## src/rtl/fft8_pkg.sv

```systemverilog
// Shared sizes and FSM state type for the fft8 streaming controller.
package fft8_pkg;
    localparam int N_PTS = 8;
    localparam int IN_W  = 16;
    localparam int OUT_W = 32;
    localparam int IDX_W = $clog2(N_PTS);

    typedef enum logic [1:0] {
        COLLECT,
        START,
        WAIT,
        DRAIN
    } state_t;
endpackage

```

## src/rtl/fft8_frame_buf.sv

```systemverilog
// Write-indexed sample register buffer; lane k holds sample k of the frame.
module fft8_frame_buf
    import fft8_pkg::*;
#(
    parameter int NUM_LANES = N_PTS,
    parameter int VEC_W     = IN_W
) (
    input  logic                          clk,
    input  logic                          rst_n,
    input  logic                          we,
    input  logic [$clog2(NUM_LANES)-1:0]  wr_idx,
    input  logic [VEC_W-1:0]              wr_real,
    input  logic [VEC_W-1:0]              wr_imag,
    output logic [NUM_LANES*VEC_W-1:0]    x_real,
    output logic [NUM_LANES*VEC_W-1:0]    x_imag
);
    localparam int IW = $clog2(NUM_LANES);

    logic [NUM_LANES-1:0][VEC_W-1:0] lane_r, lane_i;

    for (genvar k = 0; k < NUM_LANES; k++) begin : g_lane
        always_ff @(posedge clk or negedge rst_n) begin
            if (!rst_n) begin
                lane_r[k] <= '0;
                lane_i[k] <= '0;
            end else if (we && wr_idx == IW'(k)) begin
                lane_r[k] <= wr_real;
                lane_i[k] <= wr_imag;
            end
        end
    end

    assign x_real = lane_r;
    assign x_imag = lane_i;
endmodule

```

## src/rtl/fft8_stream_ctrl.sv

```systemverilog
// Streams 8 samples into an fft8 core, waits (bounded) for its result and
// drains the 8 bins out as a handshaked stream.
module fft8_stream_ctrl
    import fft8_pkg::*;
#(
    parameter int TIMEOUT = 64,
    parameter int FCW     = 16
) (
    input  logic                     clk,
    input  logic                     rst_n,
    input  logic                     in_valid,
    output logic                     in_ready,
    input  logic [IN_W-1:0]          in_real,
    input  logic [IN_W-1:0]          in_imag,
    output logic                     core_start,
    output logic [N_PTS*IN_W-1:0]    core_x_real,
    output logic [N_PTS*IN_W-1:0]    core_x_imag,
    input  logic                     core_valid,
    input  logic [N_PTS*OUT_W-1:0]   core_X_real,
    input  logic [N_PTS*OUT_W-1:0]   core_X_imag,
    output logic                     out_valid,
    input  logic                     out_ready,
    output logic [OUT_W-1:0]         out_real,
    output logic [OUT_W-1:0]         out_imag,
    output logic [IDX_W-1:0]         out_index,
    output logic                     out_last,
    output logic                     err_timeout,
    input  logic                     err_clr,
    output logic [FCW-1:0]           frame_cnt
);
    localparam int WCW = (TIMEOUT > 1) ? $clog2(TIMEOUT) : 1;

    state_t                          state;
    logic [IDX_W-1:0]                wr_idx;
    logic [WCW-1:0]                  wait_cnt;
    logic [N_PTS-1:0][OUT_W-1:0]     res_r, res_i;
    logic                            in_acc, timeout_hit;

    assign in_ready    = (state == COLLECT);
    assign in_acc      = in_valid && in_ready;
    // core_valid has priority over an expiring wait counter
    assign timeout_hit = (state == WAIT) && !core_valid && (wait_cnt == WCW'(TIMEOUT - 1));

    fft8_frame_buf #(.NUM_LANES(N_PTS), .VEC_W(IN_W)) u_buf (
        .clk     (clk),
        .rst_n   (rst_n),
        .we      (in_acc),
        .wr_idx  (wr_idx),
        .wr_real (in_real),
        .wr_imag (in_imag),
        .x_real  (core_x_real),
        .x_imag  (core_x_imag)
    );

    always_ff @(posedge clk or negedge rst_n) begin
        if (!rst_n) begin
            state      <= COLLECT;
            wr_idx     <= '0;
            wait_cnt   <= '0;
            res_r      <= '0;
            res_i      <= '0;
            out_index  <= '0;
            frame_cnt  <= '0;
            core_start <= 1'b0;
        end else begin
            core_start <= 1'b0;
            case (state)
                COLLECT: if (in_acc) begin
                    wr_idx <= wr_idx + 1'b1;
                    if (wr_idx == IDX_W'(N_PTS - 1)) begin
                        state      <= START;
                        core_start <= 1'b1;
                    end
                end
                START: begin
                    state    <= WAIT;
                    wait_cnt <= '0;
                end
                WAIT: begin
                    if (core_valid) begin
                        res_r <= core_X_real;
                        res_i <= core_X_imag;
                        state <= DRAIN;
                    end else if (timeout_hit) begin
                        state <= COLLECT;
                    end else begin
                        wait_cnt <= wait_cnt + 1'b1;
                    end
                end
                DRAIN: if (out_ready) begin
                    out_index <= out_index + 1'b1;
                    if (out_index == IDX_W'(N_PTS - 1)) begin
                        frame_cnt <= frame_cnt + 1'b1;
                        state     <= COLLECT;
                    end
                end
                default: state <= COLLECT;
            endcase
        end
    end

    always_ff @(posedge clk or negedge rst_n) begin
        if (!rst_n)           err_timeout <= 1'b0;
        else if (timeout_hit) err_timeout <= 1'b1;
        else if (err_clr)     err_timeout <= 1'b0;
    end

    assign out_valid = (state == DRAIN);
    assign out_last  = out_valid && (out_index == IDX_W'(N_PTS - 1));
    assign out_real  = out_valid ? res_r[out_index] : '0;
    assign out_imag  = out_valid ? res_i[out_index] : '0;
endmodule

```

## config.mk

```make
export PLATFORM = sky130hd
export DESIGN_NAME = fft8_stream_ctrl
export DESIGN_NICKNAME = d
export VERILOG_FILES = /design/src/rtl/fft8_pkg.sv /design/src/rtl/fft8_frame_buf.sv /design/src/rtl/fft8_stream_ctrl.sv
export SDC_FILE = /design/constraint.sdc
export NUM_CORES = 1
export LEC_CHECK = 0
export CELL_PAD_IN_SITES_DETAIL_PLACEMENT = 2
export CELL_PAD_IN_SITES_GLOBAL_PLACEMENT = 2
export CORE_AREA = 2 2 349 351
export DETAILED_ROUTE_END_ITERATION = 6
export DIE_AREA = 0 0 351 353
export PLACE_DENSITY_LB_ADDON = 0.1
export RECOVER_POWER = 25
export SLEW_MARGIN = 5
export SYNTH_ARGS = -nofsm -noshare
export SYNTH_HDL_FRONTEND = slang
export SYNTH_SLANG_ARGS = --single-unit
export TNS_END_PERCENT = 20
```

## constraint.sdc

```tcl
create_clock -name clk -period 2.6 [get_ports clk]
set_input_delay 0.52 -clock clk [delete_from_list [all_inputs] [get_ports clk]]
set_output_delay 0.52 -clock clk [all_outputs]
set_load 0.02 [all_outputs]
```

* Word level (Yosys, flattened, before mapping)
Cells that the tools add are included.
** Word-level totals
- Bits in registers :: 800
- Latch bits :: 0
- Bits in writable memories :: 0
- Memory bits (read-only) :: 0
- Input bits :: 550
- Output and inout port bits :: 344
- Logic and storage cells :: 107
- Memories kept :: 0
** Operators by class
- Add/subtract/negate cells :: 4
- Multiply operators :: 0
- Divide/modulo/power cells :: 0
- Order comparisons :: 1
- Equality and inequality tests :: 19
- Shifts and indexed selects :: 0
- Mux-type cells :: 21
- Bitwise gates (word level) :: 0
- Reduce and logical (&&, ||, !) cells :: 23
** Operators with widths (number)
- $bmux W32 S3 :: 2
- $mux W32 :: 4
- $add A16 B1 Y16 const B :: 1
- $eq A3 B3 Y1 const B :: 5
- $logic_and A1 B1 Y1 :: 12
- $mux W2 :: 6
- $mux W6 :: 2
- $pmux W6 S2 :: 1
- $ne A2 B1 Y1 const B :: 4
- $pmux W2 S4 :: 1
- $add A3 B1 Y3 const B :: 2
- $add A6 B1 Y6 const B :: 1
- $eq A3 B2 Y1 const B :: 2
- $eq A6 B6 Y1 const B :: 1
- $reduce_and A2 Y1 :: 3
- $reduce_and A3 Y1 :: 2
- $mux W1 :: 5
- $reduce_and A5 Y1 :: 1
- $eq A2 B2 Y1 const B :: 2
- $lt A3 B4 Y1 const B :: 1
- $ne A2 B2 Y1 const B :: 2
- $reduce_bool A2 Y1 :: 2
- $eq A3 B1 Y1 const B :: 1
- $logic_not A3 Y1 :: 1
- other kinds (4) :: 4

* Depth between registers and ports, before layout
Gate-level depths: netlist of the first run.
- Depth after elaboration :: 6
- Gate-level depth with buffers :: 8
- Mapped depth without buffers :: 6

* Cells and area by module
Synthesis of the first run repeated with hierarchy kept, for this count alone.
** Unflattened totals
- Cell total of the unflattened synthesis :: 2069
- Area, all modules :: 34282.9 µm²
** By module, submodules not included
- fft8_stream_ctrl :: times used 1, cells each 1518, area an instance 24671.2 µm², sequential area each 13613.1 µm²
- fft8_frame_buf :: times used 1, cells each 551, area an instance 9611.7 µm², sequential area each 6406.1 µm²

* Worst setup path after synthesis of the first run
Ideal clock, no wire load.
- Path kind :: register to output
- From :: register out_index[0]
- To :: output out_imag[0]
- Data arrival time :: 1.820 ns
- Path slack :: 0.260 ns
- Cell stages (with the launch flop) :: 6
- Path buffers :: 2
- Cell sequence :: dfrtp_1 -> clkbuf_1 -> buf_2 -> mux4_2 -> mux2i_1 -> nor2_1
** On the way
- Word-level cells in the longest chain between the ends :: 3
** RTL lines
- start: declaration :: line fft8_stream_ctrl.sv:25 : output logic [IDX_W-1:0] out_index,
- start signal: assignment :: line fft8_stream_ctrl.sv:91 : out_index <= out_index + 1'b1;
- $bmux W32 S3 :: line fft8_stream_ctrl.sv:111 : assign out_imag = out_valid ? res_i[out_index] : '0;
- $mux W32 (implied by the code) :: line fft8_stream_ctrl.sv:111
- $mux W32 :: line fft8_stream_ctrl.sv:111
- end: declaration :: line fft8_stream_ctrl.sv:24 : output logic [OUT_W-1:0] out_imag,
No other way between the ends. The select of a mux whose other input is x is not followed.

* Worst setup path in the final report of the first run
- From :: register out_index[0]
- To :: output out_imag[17]
Same word-level chain as after synthesis.

==> out/qor.json, run 1 <==
{
  "worst_r2r_startpoint": "out_index[0]",
  "r2r_cells": 8,
  "worstSetupStartpointType": "flip-flop",
  "yosysWarnings": 0,
  "timing.critical_path.required_ns": 2.08,
  "whs_path_depth": 2,
  "vdd.ir_drop.worst_v": 0.0006118,
  "post_detailed_route_drc_marker_count": 0,
  "via_per_inst": 4.654,
  "fin_worst_skew_ns": 0.01708,
  "critPathKind": "reg2out",
  "postSynth.topFlopCell": "sky130_fd_sc_hd__dfrtp_1",
  "worst_hold_path_type": "in2reg",
  "timing_hold_violations_final": 0,
  "cts_tree": "yes",
  "starting_density_of_the_core": 0.2816,
  "detailedRoute.firstIterationViolations": 686,
  "finalCoreUtilization": 0.4100,
  "placement_rows": 128,
  "routed_wire_length_per_instance_um": 27.17,
  "mostFrequentLayoutCells": "822 x sky130_fd_sc_hd__clkdlybuf4s50_1, 797 x sky130_fd_sc_hd__dfrtp_1, 764 x sky130_fd_sc_hd__mux2_2, 128 x sky130_fd_sc_hd__mux4_2, 103 x sky130_fd_sc_hd__clkbuf_16",
  "final_report_max_slew_violation_count": 48,
  "io-pin-count": 894,
  "power-per-cell-area_nw_per_um2": 1282,
  "synth_seq_cells": 800,
  "post-place-ws_ns": -0.1766,
  "clock_tree.root_cell": "sky130_fd_sc_hd__clkbuf_16",
  "cts.sink_count": 800,
  "timing.final.setup_violations": 65,
  "clk_transition_reported_paths_ns": 0.05,
  "tightest_slew_ns": 2.184,
  "final.setup.tns_ns": -25.87,
  "core-area_sq_um": 120600,
  "post-route-worst-setup-slack_ns": -0.5107,
  "synth.yosys.seq_area_share": 0.5895,
  "io_buffers": 893,
  "drt_first_pass_iters": 4,
  "synth_cell_type_count": 44,
  "hold_path_startpoint": "err_clr",
  "post_synthesis_cell_count": 2072,
  "violations": "max-capacitance violations, max-slew violations, negative setup slack",
  "rsz_0062_raised_after_global_routing": "yes",
  "finalCriticalPeriod_ns": 3.111,
  "synth.cell_area_sq_um": 33960,
  "pin_count_of_the_biggest_net_entering_global_routing": 83,
  "cts_max_level": 3,
  "grt_usage": 0.2093,
  "worst_slew_margin_rel": -0.4561,
  "antenna_found_initial": 73,
  "max-cap-violations": 1,
  "grt.overflow.total": 0,
  "dieArea_sq_um": 123900,
  "wire_length_of_the_first_global_routing_pass_mm": 188.9,
  "clock_tree.buffer_depth": 3,
  "ant_nets": 0,
  "holdPathEnd": "err_timeout",
  "worst-path-max-fanout": 7,
  "synth_enable_flop_cells": 0,
  "synthToLayoutAreaGrowth_pct": 45.58,
  "period_share": 1.196,
  "insertion_delay_ns": 0.68,
  "gp_congestion": 0.8133,
  "synth_async_sr_flop_share": 1.000,
  "final_common_cell": "sky130_fd_sc_hd__clkdlybuf4s50_1",
  "static-leakage-power_nw": 21.23,
  "die-width_um": 351,
  "drive_gt1_frac": 0.4044,
  "syn_nets": 2632,
  "layout.nets": 3631,
  "critPathArrivalTime_ns": 2.59,
  "fin_hold_ws_ns": 0.4200,
  "status": "finished, violations left",
  "die-height_um": 353,
  "fmaxAchievable_mhz": 321.5,
  "tritoncts.num_buffers": 97,
  "cell_total_after_placement": 4570,
  "end_kind": "primary output",
  "worst_r2r_endpoint": "frame_cnt[13]",
  "routed_wirelength_mm": 130.6,
  "number_of_vias_in_the_routed_layout": 22374,
  "stdcell_count": 4807,
  "grt_pass1_vias": 26192,
  "dp_hpwl_mm": 98.15,
  "post_synth.cell_area_avg_sq_um": 16.39,
  "regToRegSetupSlack_ns": 0.35
}
==> final cells by class <==
type	count	area, sq um
antenna	32	80.08
clock buffer	154	2975
clock inverter	24	340.3
fill	11691	71160
inverter	6	22.52
multi-input combinational	1135	13350
sequential	800	20030
tap	1625	2033
timing repair buffer	1031	10610
==> state kept, by name (all words and copies together), names as in the netlist <==
register,cells
res_i,256
res_r,256
u_buf.x_imag,128
u_buf.x_real,128
frame_cnt,16
wait_cnt,6
out_index,3
wr_idx,3
state,2
core_start,1
err_timeout,1
==> logic make-up after synthesis <==
group | count (synthesis) | synth area share
muxes | 963 | 0.3594
DFF | 800 | 0.5895
buffers and inverters | 137 | 0.02082
and+or+nand+nor | 123 | 0.01776
AOI/OAI and AO/OA | 22 | 0.004421
xor gates and xnor gates | 17 | 0.004385
adders and majority gates | 10 | 0.003684
==> synthesized netlist by cell type (2+ instances only) <==
| cell | n | area (sq um) |
|---|---|---|
| sky130_fd_sc_hd__a21oi_1 | 7 | 35.03 |
| sky130_fd_sc_hd__xor2_1 | 2 | 17.52 |
| sky130_fd_sc_hd__clkbuf_1 | 28 | 105.1 |
| sky130_fd_sc_hd__a21boi_0 | 2 | 15.01 |
| sky130_fd_sc_hd__mux2_2 | 764 | 8603 |
| sky130_fd_sc_hd__a22oi_1 | 2 | 15.01 |
| sky130_fd_sc_hd__buf_2 | 83 | 415.4 |
| sky130_fd_sc_hd__buf_1 | 4 | 15.01 |
| sky130_fd_sc_hd__nand4_1 | 4 | 25.02 |
| sky130_fd_sc_hd__buf_4 | 5 | 37.54 |
| sky130_fd_sc_hd__o21ai_0 | 2 | 10.01 |
| sky130_fd_sc_hd__buf_6 | 9 | 101.4 |
| sky130_fd_sc_hd__mux4_2 | 128 | 2883 |
| sky130_fd_sc_hd__xnor2_1 | 15 | 131.4 |
| sky130_fd_sc_hd__and4_1 | 5 | 43.79 |
| sky130_fd_sc_hd__nand3_1 | 11 | 55.05 |
| sky130_fd_sc_hd__inv_1 | 6 | 22.52 |
| sky130_fd_sc_hd__nand2_4 | 3 | 33.78 |
| sky130_fd_sc_hd__a31oi_1 | 2 | 12.51 |
| sky130_fd_sc_hd__nand2_1 | 14 | 52.55 |
| sky130_fd_sc_hd__mux2_1 | 7 | 78.83 |
| sky130_fd_sc_hd__and3_1 | 4 | 25.02 |
| sky130_fd_sc_hd__ha_1 | 10 | 125.1 |
| sky130_fd_sc_hd__dfrtp_1 | 800 | 20020 |
| sky130_fd_sc_hd__nor2_1 | 71 | 266.5 |
| sky130_fd_sc_hd__mux2i_1 | 64 | 640.6 |
| sky130_fd_sc_hd__o2bb2ai_1 | 2 | 17.52 |
| sky130_fd_sc_hd__clkbuf_2 | 2 | 10.01 |
==> power breakdown <==
group          leakage [nW]  total, mW  internal (mW)  switching, mW
combinational          9.72       27.7           15.2           12.5
sequential             9.87       21.6           18.2           3.44
clock                  1.64       14.1           8.52           5.58
==> metrics by stage <==
step	power [mW]	instance area [sq um]
after floorplan	36.42	33960
after global placement	48.56	45800
after detailed placement	49.56	45800
after CTS	63.93	49170
after global routing	66.96	49420
final	63.38	49440
==> what timing repair did <==
| item | in CTS | in global routing |
|---|---|---|
| endpoints found under the setup margin | 70 | 66 |
| hold buffers | 1 | 0 |
| endpoints found under the hold margin | 32 | 0 |
| gates resized for setup | 237 | 57 |
| gates cloned | 1 | 3 |
| buffers inserted | 14 | 10 |
| pin swaps | 1 | 3 |
==> layer usage <==
layer | routed length [um] | up-vias | global-route usage
li1 | - | 9605 | -
met1 | 47740 | 11821 | 0.2316
met2 | 69100 | 644 | 0.3707
met3 | 9712 | 232 | 0.07221
met4 | 3592 | 72 | 0.07236
met5 | 461 | - | 0
==> worst max-delay path by stage <==
stage	cells past startpoint	startpoint	slack (ns)	to
2_1_floorplan	5	out_index[0]	0.26	out_imag[0]
3_3_place_gp	6	out_index[0]	-0.15	out_imag[16]
3_5_place_dp	6	out_index[0]	-0.18	out_imag[16]
4_1_cts	7	out_index[0]	-0.64	out_imag[10]
5_1_grt	8	out_index[0]	-0.64	out_imag[14]
6_report	8	out_index[0]	-0.51	out_imag[17]
==> worst max-delay path, cell delays in order (launching register included) <==
cell and delay [ns]:
sky130_fd_sc_hd__dfrtp_4 0.53, sky130_fd_sc_hd__buf_12 0.17, sky130_fd_sc_hd__buf_8 0.13, sky130_fd_sc_hd__buf_12 0.13
sky130_fd_sc_hd__buf_4 0.13, sky130_fd_sc_hd__mux4_2 0.42, sky130_fd_sc_hd__mux2i_1 0.15, sky130_fd_sc_hd__nor2_1 0.07
sky130_fd_sc_hd__buf_2 0.16
Power figures use the tool's default switching activity.
==> run 2, diff against run 1 <==
--- a/config.mk
+++ b/config.mk
@@ -7,13 +7,14 @@
 export LEC_CHECK = 0
 export CELL_PAD_IN_SITES_DETAIL_PLACEMENT = 2
 export CELL_PAD_IN_SITES_GLOBAL_PLACEMENT = 2
-export CORE_AREA = 2 2 349 351
+export CORE_AREA = 2 2 350 352
 export DETAILED_ROUTE_END_ITERATION = 6
-export DIE_AREA = 0 0 351 353
+export DIE_AREA = 0 0 352 354
 export PLACE_DENSITY_LB_ADDON = 0.1
 export RECOVER_POWER = 25
 export SLEW_MARGIN = 5
 export SYNTH_ARGS = -nofsm -noshare
 export SYNTH_HDL_FRONTEND = slang
+export SYNTH_HIERARCHICAL = 1
 export SYNTH_SLANG_ARGS = --single-unit
 export TNS_END_PERCENT = 20
==> out/qor.json, run 2 <==
{
  "status": "finished, violations left",
  "violations": "negative setup slack",
  "synth_enable_flop_cells": {"value": 0, "change": "unchanged"},
  "synthMostInstantiatedCell": "sky130_fd_sc_hd__dfrtp_1",
  "io_buffers": {"value": 893, "change": "unchanged"},
  "seq_power_share": {"value": 0.349, "change": "+0.008"},
  "detailedRoute.firstIterationViolations": {"value": 675, "change": "-1.6%"},
  "die-height": {"value": 354, "unit": "um", "change": "+0.28%"},
  "r2r_cells": {"value": 11, "change": "+3"},
  "timing.final.setup_violations": {"value": 66, "change": "+1.5%"},
  "pin_count_of_the_biggest_net_entering_global_routing": {"value": 93, "change": "+12%"},
  "reg.largest.list": "res_i x256, res_r x256",
  "number_of_vias_in_the_routed_layout": {"value": 22514, "change": "+0.63%"},
  "wire_length_of_the_first_global_routing_pass": {"value": 193.3, "unit": "mm", "change": "+2.3%"},
  "max_stage_delay": {"value": 0.52, "unit": "ns", "change": "about the same"},
  "postSynth.topFlopCell": "sky130_fd_sc_hd__dfrtp_1",
  "period_share": {"value": 1.182, "change": "-0.01393"},
  "grt_pass1_vias": {"value": 26433, "change": "+0.92%"},
  "layout.nets": {"value": 3622, "change": "-0.25%"},
  "fin_worst_skew": {"value": 0.01671, "unit": "ns", "change": "-0.0003719 ns"},
  "finalCoreUtilization": {"value": 0.4080, "change": "-0.001966"},
  "dp_hpwl": {"value": 98.29, "unit": "mm", "change": "+0.14%"},
  "cp_top_family": "multiplexers",
  "vdd.ir_drop.worst": {"value": 0.0006931, "unit": "V", "change": "+13%"},
  "drive_gt1_frac": {"value": 0.2467, "change": "-0.1578"},
  "ant_nets": {"value": 0, "change": "unchanged"},
  "tritoncts.num_buffers": {"value": 99, "change": "+2.1%"},
  "yosysTopAreaCellShare": {"value": 0.5839, "change": "-0.005572"},
  "fmaxAchievable": {"value": 325.3, "unit": "MHz", "change": "+1.2%"},
  "timing_hold_violations_final": {"value": 0, "change": "unchanged"},
  "synth_cell_type_count": {"value": 43, "change": "-2.3%"},
  "clock_tree.buffer_depth": {"value": 3, "change": "unchanged"},
  "starting_density_of_the_core": {"value": 0.2835, "change": "+0.001934"},
  "cts_tree": "yes",
  "buffering_stage_count_on_the_worst_path_with_inverters_included": {"value": 4, "change": "-1"},
  "timing.critical_path.required": {"value": 2.08, "unit": "ns", "change": "about the same"},
  "worst_r2r_startpoint": "out_index[0]",
  "cell_total_after_placement": {"value": 4543, "change": "-0.59%"},
  "swShare": {"value": 0.3495, "change": "+0.009801"},
  "tightest_slew": {"value": 1.168, "unit": "ns", "change": "-1.016 ns"},
  "drt_first_pass_iters": {"value": 4, "change": "unchanged"},
  "core-area": {"value": 120900, "unit": "sq um", "change": "+0.27%"},
  "combPwrFrac": {"value": 0.429, "change": "-0.008"},
  "synth_async_sr_flop_share": {"value": 1.000, "change": "unchanged"},
  "synth.top_cells.by_area": "sky130_fd_sc_hd__dfrtp_1 58%, sky130_fd_sc_hd__mux2_1 16%, sky130_fd_sc_hd__mux2_2 9.2%",
  "cts_max_level": {"value": 3, "change": "unchanged"},
  "syn_nets": {"value": 2625, "change": "-0.27%"},
  "finalPower": {"value": 62.41, "unit": "mW", "change": "-1.5%"},
  "critPathArrivalTime": {"value": 2.55, "unit": "ns", "change": "-0.04 ns"},
  "holdPathEnd": "res_r[82]",
  "synth.yosys.seq_area_share": {"value": 0.5839, "change": "-0.005572"},
  "yosysTopAreaCell": "sky130_fd_sc_hd__dfrtp_1",
  "worst-path-max-fanout": {"value": 9, "change": "+2"},
  "power.net_switching": {"value": 21.81, "unit": "mW", "change": "+1.3%"},
  "final_common_cell": "sky130_fd_sc_hd__clkdlybuf4s50_1",
  "post-route-worst-setup-slack": {"value": -0.4745, "unit": "ns", "change": "+0.03621 ns"},
  "die-width": {"value": 352, "unit": "um", "change": "+0.28%"},
  "rsz_0062_raised_after_global_routing": "yes",
  "synth.cell_area": {"value": 34280, "unit": "sq um", "change": "+0.95%"},
  "synthToLayoutAreaGrowth_pct": 43.90,
  "synth_top_cells_by_count": "800 x sky130_fd_sc_hd__dfrtp_1, 493 x sky130_fd_sc_hd__mux2_1, 280 x sky130_fd_sc_hd__mux2_2, 128 x sky130_fd_sc_hd__mux4_2, 70 x sky130_fd_sc_hd__nor2_1",
  "crit_chain": "buf_12, buf_4, buf_12, mux4_2, mux2i_2, nor2_2, buf_4",
  "clock_tree.root_cell": "sky130_fd_sc_hd__clkbuf_16",
  "via_per_inst": {"value": 4.681, "change": "+0.56%"},
  "max-cap-violations": {"value": 0, "change": "-1"},
  "grt.overflow.total": {"value": 0, "change": "unchanged"},
  "worst_slew_margin_rel": {"value": 0.2213, "change": "+0.6774"},
  "gp_congestion": {"value": 0.7994, "change": "-1.7%"},
  "power-per-cell-area": {"value": 1265, "unit": "nW/um^2", "change": "-1.3%"},
  "whs_path_depth": {"value": 2, "change": "unchanged"},
  "yosysWarnings": {"value": 6, "change": "+6"},
  "routed_wire_length_per_instance": {"value": 27.79, "unit": "um", "change": "+2.3%"},
  "post_detailed_route_drc_marker_count": {"value": 0, "change": "unchanged"},
  "regToRegSetupSlack": {"value": 0.24, "unit": "ns", "change": "-0.11 ns"},
  "synth_seq_cells": {"value": 800, "change": "unchanged"},
  "antenna_found_initial": {"value": 75, "change": "+2.7%"},
  "critPathKind": "reg2out",
  "io-pin-count": {"value": 894, "change": "unchanged"},
  "post_synth.cell_area_avg": {"value": 16.57, "unit": "sq um", "change": "+1.1%"},
  "hold_path_startpoint": "core_X_real[82]",
  "clock_power_share": {"value": 0.222, "change": "about the same"},
  "post_synthesis_cell_count": {"value": 2069, "change": "-0.14%"},
  "grt_usage": {"value": 0.2132, "change": "+0.003832"},
  "cell_internal_pwr": {"value": 40.60, "unit": "mW", "change": "-3.0%"},
  "worstSetupStartpointType": "flip-flop",
  "routed_wirelength": {"value": 133.7, "unit": "mm", "change": "+2.4%"},
  "dieArea": {"value": 124600, "unit": "sq um", "change": "+0.57%"},
  "cts.sink_count": {"value": 800, "change": "unchanged"},
  "insertion_delay": {"value": 0.68, "unit": "ns", "change": "about the same"},
  "worst_r2r_endpoint": "frame_cnt[11]",
  "mostFrequentLayoutCells": "823 x sky130_fd_sc_hd__clkdlybuf4s50_1, 797 x sky130_fd_sc_hd__dfrtp_1, 493 x sky130_fd_sc_hd__mux2_1, 280 x sky130_fd_sc_hd__mux2_2, 128 x sky130_fd_sc_hd__mux4_2",
  "crit_slowest_cell": "sky130_fd_sc_hd__mux4_2",
  "placement_rows": {"value": 128, "change": "unchanged"},
  "static-leakage-power": {"value": 20.94, "unit": "nW", "change": "-1.4%"},
  "end_kind": "primary output",
  "finalCriticalPeriod": {"value": 3.074, "unit": "ns", "change": "-0.03621 ns"},
  "final_report_max_slew_violation_count": {"value": 0, "change": "-100%"},
  "clk_transition_reported_paths": {"value": 0.06, "unit": "ns", "change": "about the same"},
  "worst_hold_path_type": "in2reg",
  "stdcell_count": {"value": 4810, "change": "+0.062%"}
}
==> run 2: cell types whose count changed after synthesis, sizes merged, moves of 3 or more <==
cell / before / now
nand4b: 0 / 3
nand2: 17 / 10
buf: 101 / 106
nor4b: 0 / 3
o22ai: 0 / 5
nor4bb: 0 / 3
and4: 5 / 2
a31oi: 2 / 5
ha: 10 / 6
a21oi: 7 / 0
==> run 2: final cells by class <==
cell class	count	area, sq um
Sequential cell	800	20030
Clock buffer	150	2939
Inverter	8	30.03
Timing Repair Buffer	1030	10560
Fill cell	11808	71580
Multi-Input combinational cell	1127	13290
Clock inverter	31	352.8
Tap cell	1625	2033
Antenna cell	39	97.59
==> run 2: kinds of logic after synthesis <==
family                   after synthesis  share of synthesized area
multiplexers                         965                     0.3567
flip-flops                           800                     0.5839
AO/OA/AOI/OAI                         20                   0.004087
buffers and inverters                142                    0.03135
AND/OR/NAND/NOR                      119                    0.01741
XOR/XNOR                              17                   0.004343
adder cells (fa/ha/maj)                6                   0.002190
==> run 2: per-stage QoR <==
stage | area [sq um] | TNS, ns | setup WS [ns] | hold slack (ns)
final | 49330 | -26.15 | -0.4745 | 0.4315
after global routing | 49300 | -33.96 | -0.5980 | 0.4001
after CTS | 49060 | -31.69 | -0.6426 | 0.3722
after detailed placement | 45690 | -5.160 | -0.1464 | 0.4749
after global placement | 45690 | -5.034 | -0.1699 | 0.4683
after floorplan | 34280 | 0 | 0.1747 | 0.2244
==> run 2: worst register-to-register path: cells and delay by family, from the launching register on <==
kind	cells	cell delay (ns)
xor gates and xnor gates	1	0.15
adders and majority gates	2	0.30
buffers and inverters	5	0.71
DFF	1	0.49
and+or+nand+nor	3	0.61
==> run 2: routing by layer <==
metal,track usage,wire [um]
met1,0.2317,47850
met4,0.09064,5010
met2,0.3706,69170
met3,0.08119,11290
met5,0,361
==> run 2: power groups by stage <==
| stage | logic, mW | clock network, mW | registers, mW |
|---|---|---|---|
| 4_1_cts | 26.7 | 14.4 | 21.8 |
| 3_3_place_gp | 26.2 | 0 | 21.6 |
| 3_5_place_dp | 26.7 | 0 | 21.9 |
| 5_1_grt | 28.7 | 14.8 | 22.5 |
| 6_report | 26.8 | 13.9 | 21.8 |
| 2_1_floorplan | 13.2 | 0 | 22.4 |
==> run 2: timing repair <==
action | CTS | global route
buffers inserted | 12 | 31
gates resized for setup | 265 | 34
pin swaps | 1 | 4
gates cloned | 3 | 2
hold endpoints to repair | 23 | 0
hold buffers | 1 | 0
setup endpoints to repair | 70 | 70
==> run 2: how the worst max path moves through the flow <==
stage                      start      endpoint  slack (ns)  cells after the start
floorplan           out_index[0]  out_imag[12]        0.17                      5
global placement    out_index[0]  out_real[15]       -0.17                      6
detailed placement  out_index[0]  out_real[19]       -0.15                      6
CTS                 out_index[0]  out_real[23]       -0.64                      7
global route        out_index[0]  out_real[23]       -0.60                      7
finish              out_index[0]  out_real[17]       -0.47                      7
==> run 3, diff against run 2 <==
--- a/config.mk
+++ b/config.mk
@@ -12,6 +12,7 @@
 export DIE_AREA = 0 0 352 354
 export PLACE_DENSITY_LB_ADDON = 0.1
 export RECOVER_POWER = 25
+export SKIP_LAST_GASP = 1
 export SLEW_MARGIN = 5
 export SYNTH_ARGS = -nofsm -noshare
 export SYNTH_HDL_FRONTEND = slang
==> out/qor.json, run 3 (synthesis gave the netlist of run 2 again) <==
{
  "status": "finished, violations left",
  "violations": "negative setup slack",
  "ant_nets": {"value": 0, "change": "unchanged"},
  "drt_first_pass_iters": {"value": 4, "change": "unchanged"},
  "final_report_max_slew_violation_count": {"value": 0, "change": "unchanged"},
  "grt.overflow.total": {"value": 0, "change": "unchanged"},
  "io_buffers": {"value": 893, "change": "unchanged"},
  "final_common_cell": "sky130_fd_sc_hd__clkdlybuf4s50_1",
  "core-area": {"value": 120900, "unit": "sq um", "change": "unchanged"},
  "routed_wire_length_per_instance": {"value": 27.86, "unit": "um", "change": "+0.25%"},
  "layout.nets": {"value": 3599, "change": "-0.64%"},
  "regToRegSetupSlack": {"value": 0.14, "unit": "ns", "change": "-0.10 ns"},
  "pin_count_of_the_biggest_net_entering_global_routing": {"value": 93, "change": "unchanged"},
  "nFillCells": {"value": 11811, "change": "+0.025%"},
  "vdd.ir_drop.worst": {"value": 0.0006932, "unit": "V", "change": "about the same"},
  "worstSetupStartpointType": "flip-flop",
  "post_detailed_route_drc_marker_count": {"value": 0, "change": "unchanged"},
  "worst_slew_margin_rel": {"value": 0.2196, "change": "-0.001731"},
  "io-pin-count": {"value": 894, "change": "unchanged"},
  "timing.critical_path.required": {"value": 2.08, "unit": "ns", "change": "about the same"},
  "worst_r2r_endpoint": "frame_cnt[11]",
  "swShare": {"value": 0.3498, "change": "+0.0003862"},
  "fin_hold_ws": {"value": 0.4303, "unit": "ns", "change": "-0.001211 ns"},
  "clock_power_share": {"value": 0.224, "change": "+0.002"},
  "fin_worst_skew": {"value": 0.01736, "unit": "ns", "change": "+0.0006528 ns"},
  "finalCoreUtilization": {"value": 0.4062, "change": "-0.001779"},
  "cts_max_level": {"value": 3, "change": "unchanged"},
  "buffering_stage_count_on_the_worst_path_with_inverters_included": {"value": 3, "change": "-1"},
  "cts.sink_count": {"value": 800, "change": "unchanged"},
  "timing_hold_violations_final": {"value": 0, "change": "unchanged"},
  "number_of_vias_in_the_routed_layout": {"value": 22365, "change": "-0.66%"},
  "tightest_slew": {"value": 1.171, "unit": "ns", "change": "+0.002596 ns"},
  "period_share": {"value": 1.198, "change": "+0.01567"},
  "dieArea": {"value": 124600, "unit": "sq um", "change": "unchanged"},
  "fmaxAchievable": {"value": 321.0, "unit": "MHz", "change": "-1.3%"},
  "timing.final.setup_violations": {"value": 69, "change": "+4.5%"},
  "gp_congestion": {"value": 0.7994, "change": "unchanged"},
  "mostFrequentLayoutCells": "827 x sky130_fd_sc_hd__clkdlybuf4s50_1, 797 x sky130_fd_sc_hd__dfrtp_1, 493 x sky130_fd_sc_hd__mux2_1, 280 x sky130_fd_sc_hd__mux2_2, 128 x sky130_fd_sc_hd__mux4_2",
  "via_per_inst": {"value": 4.675, "change": "-0.12%"},
  "cp_top_family": "buffers and inverters",
  "insertion_delay": {"value": 0.68, "unit": "ns", "change": "about the same"},
  "clock_tree.root_cell": "sky130_fd_sc_hd__clkbuf_16",
  "die-height": {"value": 354, "unit": "um", "change": "unchanged"},
  "worst_r2r_startpoint": "out_index[0]",
  "wire_length_of_the_first_global_routing_pass": {"value": 193.5, "unit": "mm", "change": "about the same"},
  "static-leakage-power": {"value": 20.82, "unit": "nW", "change": "-0.56%"},
  "hold_path_startpoint": "core_X_real[82]",
  "placed_area": {"value": 45690, "unit": "sq um", "change": "unchanged"},
  "antenna_found_initial": {"value": 77, "change": "+2.7%"},
  "cell_total_after_placement": {"value": 4543, "change": "unchanged"},
  "placement_rows": {"value": 128, "change": "unchanged"},
  "power.net_switching": {"value": 21.67, "unit": "mW", "change": "-0.64%"},
  "clk_transition_reported_paths": {"value": 0.06, "unit": "ns", "change": "about the same"},
  "grt_pass1_vias": {"value": 26456, "change": "+0.087%"},
  "end_kind": "primary output",
  "power-per-cell-area": {"value": 1261, "unit": "nW/um^2", "change": "-0.32%"},
  "final_area": {"value": 49120, "unit": "sq um", "change": "-0.44%"},
  "crit_chain": "buf_12, buf_16, mux4_2, mux2i_1, nor2_1, dlygate4sd2_1",
  "stdcell_count": {"value": 4784, "change": "-0.54%"},
  "dp_hpwl": {"value": 98.29, "unit": "mm", "change": "unchanged"},
  "combPwrFrac": {"value": 0.425, "change": "-0.004"},
  "routed_wirelength": {"value": 133.3, "unit": "mm", "change": "-0.29%"},
  "seq_power_share": {"value": 0.351, "change": "+0.002"},
  "grt_usage": {"value": 0.2133, "change": "about the same"},
  "r2r_cells": {"value": 10, "change": "-1"},
  "detailedRoute.firstIterationViolations": {"value": 708, "change": "+4.9%"},
  "starting_density_of_the_core": {"value": 0.2835, "change": "unchanged"},
  "max_stage_delay": {"value": 0.50, "unit": "ns", "change": "-0.02 ns"},
  "clock_tree.buffer_depth": {"value": 3, "change": "unchanged"},
  "drive_gt1_frac": {"value": 0.2337, "change": "-0.01291"},
  "crit_slowest_cell": "sky130_fd_sc_hd__dfrtp_4",
  "post-route-worst-setup-slack": {"value": -0.5152, "unit": "ns", "change": "-0.04075 ns"},
  "cell_internal_pwr": {"value": 40.27, "unit": "mW", "change": "-0.81%"},
  "worst_hold_path_type": "in2reg",
  "cts_tree": "yes",
  "worst-path-max-fanout": {"value": 11, "change": "+2"},
  "reg.largest.list": "res_i x256, res_r x256",
  "synthToLayoutAreaGrowth_pct": 43.27,
  "finalCriticalPeriod": {"value": 3.115, "unit": "ns", "change": "+0.04075 ns"},
  "rsz_0062_raised_after_global_routing": "yes",
  "holdPathEnd": "res_r[82]",
  "whs_path_depth": {"value": 2, "change": "unchanged"},
  "max-cap-violations": {"value": 0, "change": "unchanged"},
  "critPathArrivalTime": {"value": 2.60, "unit": "ns", "change": "+0.05 ns"},
  "tritoncts.num_buffers": {"value": 99, "change": "unchanged"},
  "critPathKind": "reg2out",
  "die-width": {"value": 352, "unit": "um", "change": "unchanged"}
}
==> run 3: changes by cell type in the layout (fill, tap and decap cells not counted), moves of 4 or more <==
cell                              delta
sky130_fd_sc_hd__buf_2              -15
sky130_fd_sc_hd__buf_4              -32
sky130_fd_sc_hd__clkbuf_2            +8
sky130_fd_sc_hd__clkdlybuf4s50_1     +4
sky130_fd_sc_hd__dlygate4sd2_1       +9
sky130_fd_sc_hd__clkdlybuf4s15_1     +7
==> run 3: area by class of cell <==
cell class / count / area (sq um) / share of cell area
inverters: 8 / 30.03 / 0.0006114
diodes: 36 / 90.09 / 0.001834
repair buffers: 1007 / 10370 / 0.2112
multi-input cells: 1127 / 13270 / 0.2701
clock inverters: 31 / 352.8 / 0.007184
flip-flops and latches: 800 / 20030 / 0.4078
clock buffers: 150 / 2939 / 0.05984
well taps: 1625 / 2033 / 0.04139
==> run 3: repair_timing <==
action                                  in CTS  in global routing
hold buffers                                 1                  0
gates resized for setup                    149                 59
setup buffers                               12                 10
gates cloned                                 3                  1
endpoints found under the hold margin       23                  0
endpoints found under the setup margin      70                 75
pin swaps                                    1                  3
==> run 3: power by group through the flow <==
| stage | Clock [mW] | Sequential, mW | Combinational (mW) |
|---|---|---|---|
| after floorplan | 0 | 22.4 | 13.2 |
| after global placement | 0 | 21.6 | 26.2 |
| after detailed placement | 0 | 21.9 | 26.7 |
| final | 13.9 | 21.8 | 26.3 |
| after CTS | 14.4 | 21.8 | 26.8 |
| after global routing | 14.9 | 22.5 | 28.2 |
==> run 3: metal layers <==
layer  routed length (um)  GRT usage  up-vias  part of all wire
met5                  397          0        -            0.0030
met3                11090    0.08119      240             0.083
met1                47910     0.2321    11798              0.36
met4                 4876    0.09210       60             0.037
met2                69020     0.3699      694              0.52
li1                     -          -     9573                 -
==> run 3: worst max-delay path by stage <==
stage	from	to	cells after the start	slack [ns]
global placement	out_index[0]	out_real[15]	6	-0.17
global route	out_index[0]	out_real[23]	7	-0.62
CTS	out_index[0]	out_real[2]	7	-0.64
detailed placement	out_index[0]	out_real[19]	6	-0.15
finish	out_index[0]	out_imag[12]	6	-0.52
floorplan	out_index[0]	out_imag[12]	5	0.17
==> run 3: stage by stage <==
| step | setup WS, ns | power (mW) | setup TNS [ns] |
|---|---|---|---|
| after floorplan | 0.1747 | 35.61 | 0 |
| after global placement | -0.1699 | 47.80 | -5.034 |
| after detailed placement | -0.1464 | 48.66 | -5.160 |
| after CTS | -0.6433 | 63.02 | -39.01 |
| after global routing | -0.6193 | 65.59 | -38.12 |
| final | -0.5152 | 61.94 | -29.03 |
